## src/rtl/sample_delay_ctrl.sv

```systemverilog
// sample_delay_ctrl: sequencer for one sample delay FIFO stage.
// Flushes the FIFO on enable or on any delay change, waits out the FIFO
// reset-recovery guard window, then prefills to the requested depth
// before reporting locked.
module sample_delay_ctrl #(
    parameter int LOG2_FIFO_DEPTH = 7,
    parameter int RST_CYCLES      = 4,
    parameter int GUARD_CYCLES    = 8
) (
    input  logic                       clk,
    input  logic                       rst,
    input  logic                       enable,
    input  logic [LOG2_FIFO_DEPTH-1:0] delay_req,
    input  logic                       delay_apply,
    input  logic                       sample_valid_in,
    output logic                       fifo_rst,
    output logic [LOG2_FIFO_DEPTH-1:0] fifo_delay_ctl,
    output logic                       fifo_wr_valid,
    output logic [LOG2_FIFO_DEPTH:0]   fill_count,
    output logic                       locked,
    output logic                       busy,
    output logic [15:0]                reconfig_count
);

    typedef enum logic [2:0] {IDLE, FLUSH, GUARD, FILL, RUN} state_t;

    localparam int MAX_CYC = (RST_CYCLES > GUARD_CYCLES) ? RST_CYCLES : GUARD_CYCLES;
    localparam int CNT_W   = $clog2(MAX_CYC + 1);

    state_t           state, state_nxt;
    logic [CNT_W-1:0] cnt, cnt_nxt;
    logic             flush_start;
    logic             fill_done;

    // Prefill target reached: registered count has caught up with the active delay.
    assign fill_done = ({1'b0, fifo_delay_ctl} == fill_count);

    // Write gating and status flags decode straight from the registered state.
    assign fifo_wr_valid = sample_valid_in & ((state == FILL) | (state == RUN));
    assign locked        = (state == RUN);
    assign busy          = (state == FLUSH) | (state == GUARD) | (state == FILL);

    // Next-state and phase counter; enable drop beats delay_apply, which beats normal sequencing.
    always_comb begin
        state_nxt   = state;
        cnt_nxt     = cnt;
        flush_start = 1'b0;
        case (state)
            IDLE: begin
                if (enable) begin
                    state_nxt   = FLUSH;
                    cnt_nxt     = CNT_W'(RST_CYCLES - 1);
                    flush_start = 1'b1;
                end
            end
            FLUSH: begin
                if (cnt == '0) begin
                    state_nxt = GUARD;
                    cnt_nxt   = CNT_W'(GUARD_CYCLES - 1);
                end else begin
                    cnt_nxt = cnt - 1'b1;
                end
            end
            GUARD: begin
                if (cnt == '0) state_nxt = FILL;
                else           cnt_nxt   = cnt - 1'b1;
            end
            FILL: begin
                if (fill_done) state_nxt = RUN;
            end
            RUN: ;
            default: state_nxt = IDLE;
        endcase
        if (state != IDLE) begin
            if (!enable) begin
                state_nxt = IDLE;
            end else if (delay_apply) begin
                // Any apply while active resyncs, even with an unchanged value.
                state_nxt   = FLUSH;
                cnt_nxt     = CNT_W'(RST_CYCLES - 1);
                flush_start = 1'b1;
            end
        end
    end

    // State and phase counter registers.
    always_ff @(posedge clk) begin
        if (rst) begin
            state <= IDLE;
            cnt   <= '0;
        end else begin
            state <= state_nxt;
            cnt   <= cnt_nxt;
        end
    end

    // FIFO reset follows the next state so it moves on the same edge as the state.
    always_ff @(posedge clk) begin
        if (rst) fifo_rst <= 1'b1;
        else     fifo_rst <= (state_nxt == IDLE) | (state_nxt == FLUSH);
    end

    // Active delay captures the request on every apply strobe, in any state.
    always_ff @(posedge clk) begin
        if (rst)              fifo_delay_ctl <= '0;
        else if (delay_apply) fifo_delay_ctl <= delay_req;
    end

    // Prefill counter: cleared at each flush, counts passed samples in FILL only.
    always_ff @(posedge clk) begin
        if (rst)                                  fill_count <= '0;
        else if (flush_start)                     fill_count <= '0;
        else if ((state == FILL) && fifo_wr_valid) fill_count <= fill_count + 1'b1;
    end

    // Saturating count of flushes started.
    always_ff @(posedge clk) begin
        if (rst)                                         reconfig_count <= '0;
        else if (flush_start && (reconfig_count != 16'hFFFF)) reconfig_count <= reconfig_count + 1'b1;
    end

endmodule

```

## config.mk

```make
export PLATFORM = sky130hd
export DESIGN_NAME = sample_delay_ctrl
export DESIGN_NICKNAME = d
export VERILOG_FILES = /design/src/rtl/sample_delay_ctrl.sv
export SDC_FILE = /design/constraint.sdc
export NUM_CORES = 1
export LEC_CHECK = 0
export BUFFER_PORTS_ARGS = -buffer_cell sky130_fd_sc_hd__buf_2
export CORE_MARGIN = 5
export CORE_UTILIZATION = 24
export CTS_CLUSTER_DIAMETER = 60
export DETAILED_ROUTE_END_ITERATION = 10
export PLACE_DENSITY = 0.4
export REMOVE_ABC_BUFFERS = 1
export SLEW_MARGIN = 10
export SYNTH_ARGS = -nofsm -noshare
export SYNTH_HDL_FRONTEND = slang
export SYNTH_SLANG_ARGS = --single-unit
export TNS_END_PERCENT = 50
```

## constraint.sdc

```tcl
create_clock -name clk -period 2.65 [get_ports clk]
set_input_delay 0.1325 -clock clk [delete_from_list [all_inputs] [get_ports clk]]
set_output_delay 0.1325 -clock clk [all_outputs]
set_load 0.005 [all_outputs]
```

==> run_results.csv <==
group,metric,value,unit
status,status,"complete, no violations",
yosys,synth_cell_types,40,
timing,fin_skew,0.00549,ns
job,max-cap-violations,0,
yosys,synth_ff_type,"dfxtp_1",
clocking,clk_pin_slew,0.08,ns
power,p_leak,1.00,nW
yosys,synth_top_area_frac,0.392,
timing,worstMarginPinSlew,0.527,ns
yosys,synth_area_leaders,"dfxtp_1, a21oi_1, xor2_1, nor2_1, nand4_1",
timing,post-route-period-util,0.793,
clocking,clk_latency,0.29,ns
power,powerDensity,519,nW/µm²
grt,grt.total_usage,0.106,
floorplanning,die_w,101,µm
detailed_routing,wl_per_cell,13.9,µm
power,combPwrFrac,0.126,
place,dp_slack,0.551,ns
yosys,synth_most_common_cell,"dfxtp_1",
power,sequentialPowerShare,0.494,
finish,final_area,2460,µm²
worst_setup_path,worstPathRequired,2.87,ns
yosys,ys_ff_latch,39,
floorplanning,row_count,33,
detailed_routing,ant_nets,0,
worst_setup_path,path_max_fanout,13,
worst_setup_path,startpoint_type,"register",
clocking,root_buffer,"clkbuf_8",
yosys,synthArstFlopShare,0,
clocking,cts_buffers,5,
min_path,hold_end,"fifo_delay_ctl[0]",
min_path,min_delay_path_depth,3,
floorplanning,dieArea,10200,µm²
clocking,postCtsSetupBuffers,0,
power,p_switching,323,µW
finish,syn2layout_area_growth,23.2,%
timing,rsz0062_at_grt,"false",
timing,hold_ws,0.0794,ns
clocking,hold_buffers,0,
finish,layout.nets,299,
grt,grt_pass1_wl,8690,µm
place,place.detailed.hpwl,3940,µm
worst_setup_path,r2r-start,"state[0]",
worst_setup_path,crit_type,"reg2reg",
place,gp_congestion,0.826,
timing,fin_crit,2.10,ns
worst_setup_path,crit_path_max_incr_delay,0.59,ns
worst_setup_path,end_kind,"register",
min_path,hold_class,"in2reg",
grt,grt_pass1_vias,1759,
power,irDropWorstVdd,0.195,mV
floorplanning,die_h,101,µm
timing,final_max_slew_viol_count,0,
finish,finalNonFillerCells,388,
clocking,clock_sinks,39,
place,numPortBuffers,46,
clocking,cts_resized,0,
yosys,ys_top_cells_by_count,"dfxtp_1, a21oi_1, nor2_1, nand2_1, o21ai_0",
floorplanning,placeableCoreArea,8130,µm²
worst_setup_path,crit_path_cell_trace,"or4b_4, a211o_1, or4_1, a21oi_1",
timing,slew_headroom,0.649,
worst_setup_path,reg2reg_slack,0.55,ns
detailed_routing,drc_errors,0,
grt,antenna_found_initial,0,
place,dpl.cell_count,381,
worst_setup_path,r2r-end,"reconfig_count[15]",
yosys,ys_warn_count,0,
timing,fin_ws,0.547,ns
floorplanning,start_util,0.245,
finish,antenna_cells,0,
yosys,netlist_area,1990,µm²
detailed_routing,vias,1883,
place,placed_area,2350,µm²
clocking,cts_max_path_buffers,2,
yosys,synth_largest_area_cell,"dfxtp_1",
timing,fmax,0.476,GHz
worst_setup_path,crit_path_top_delay_cell,"or4b_4",
finish,drive_gt1_frac,0.208,
detailed_routing,via_per_inst,4.85,
grt,grt_max_degree,26,
floorplanning,io_pins,47,
min_path,hp-start,"delay_req[0]",
power,swShare,0.253,
yosys,synth_edf_count,0,
timing,final-hold-violation-count,0,
yosys,yosysSeqAreaShare,0.392,
power,p_total,1.28,mW
clocking,cts_tree,"yes",
clocking,htreeDepth,2,
worst_setup_path,r2r_cells,4,
yosys,syn-instance-count,236,
yosys,synth.avg_cell_area,8.45,µm²
timing,fin_setup_tns,0,ns
worst_setup_path,cp.arrival,2.32,ns
detailed_routing,drtIter0Drc,54,
detailed_routing,first_pass_iters,4,
detailed_routing,routed_wl,5390,µm
power,power_frac_clock,0.379,
grt,grt_overflow_total,0,
finish,fin_util,0.302,
timing,setup_viol,0,
power,internal_power,953,µW
==> worst max-delay path by stage <==
stage	endpoint	cells past startpoint	slack, ns	start
finish	reconfig_count[15]	4	0.55	state[0]
global route	reconfig_count[15]	4	0.39	state[0]
CTS	reconfig_count[15]	4	0.54	state[0]
detailed placement	reconfig_count[15]	4	0.55	state[0]
global placement	reconfig_count[15]	4	0.58	state[0]
floorplan	reconfig_count[1]	5	0.34	reconfig_count[0]
==> layout by cell type (no fill, tap or decap), types with 3 or more instances in the layout <==
cell type | Yosys | final
buf_2 | 0 | 46
nor2_1 | 21 | 21
mux2i_1 | 7 | 7
nor3_1 | 7 | 7
or4_1 | 8 | 8
clkbuf_8 | 0 | 5
nand3b_1 | 3 | 3
xor2_1 | 11 | 11
or3_1 | 5 | 5
o31ai_1 | 9 | 9
inv_1 | 11 | 11
nand3_1 | 5 | 5
ha_1 | 4 | 4
xnor2_1 | 4 | 4
buf_4 | 0 | 4
nand2_1 | 13 | 13
nand4_1 | 12 | 12
o21ai_0 | 13 | 13
dfxtp_1 | 39 | 39
a21oi_1 | 21 | 21
==> flip-flops by register name, summed over array words and instances (netlist names) <==
name,flops
fifo_delay_ctl,7
cnt,4
state,3
fill_count,8
reconfig_count,16
fifo_rst,1
==> critical path: cells and delay by family (launching register included) <==
family | cells | cell delay (ns)
DFF | 1 | 0.43
AOI/OAI and AO/OA | 2 | 0.50
and+or+nand+nor | 2 | 1.11
==> layout make-up <==
| type | instances | area, µm² |
|---|---|---|
| Timing Repair Buffer | 50 | 260 |
| Inverter | 11 | 41.3 |
| Sequential cell | 39 | 781 |
| Multi-Input combinational cell | 176 | 1140 |
| Tap cell | 105 | 131 |
| Fill cell | 857 | 5680 |
| Clock buffer | 6 | 72.6 |
| Clock inverter | 1 | 30.0 |
==> power groups by stage <==
stage | Combinational, mW | Sequential (mW) | Clock (mW)
2_1_floorplan | 0.0993 | 0.639 | 0
4_1_cts | 0.164 | 0.631 | 0.505
3_3_place_gp | 0.162 | 0.644 | 0
3_5_place_dp | 0.163 | 0.645 | 0
5_1_grt | 0.187 | 0.635 | 0.534
6_report | 0.161 | 0.630 | 0.484
==> metal layers <==
metal  routed length (µm)  vias to the layer above  global-route usage
li1                     -                      977                   -
met1                 2560                      860               0.136
met2                 2460                       41               0.173
met3                  322                        5              0.0317
met4                   49                        0              0.0276
met5                    0                        -                   0
==> kinds of logic (layout without fill, tap and decap cells) <==
group	count (synthesis)	in the layout	synth area share
compound gates	62	62	0.198
flops	39	39	0.392
buf+inv	21	68	0.0396
mux	7	7	0.0352
fa+ha+maj	4	4	0.0251
xor+xnor	15	15	0.0659
simple gates	88	88	0.244
Note: power is estimated with default switching activity, not from simulation.
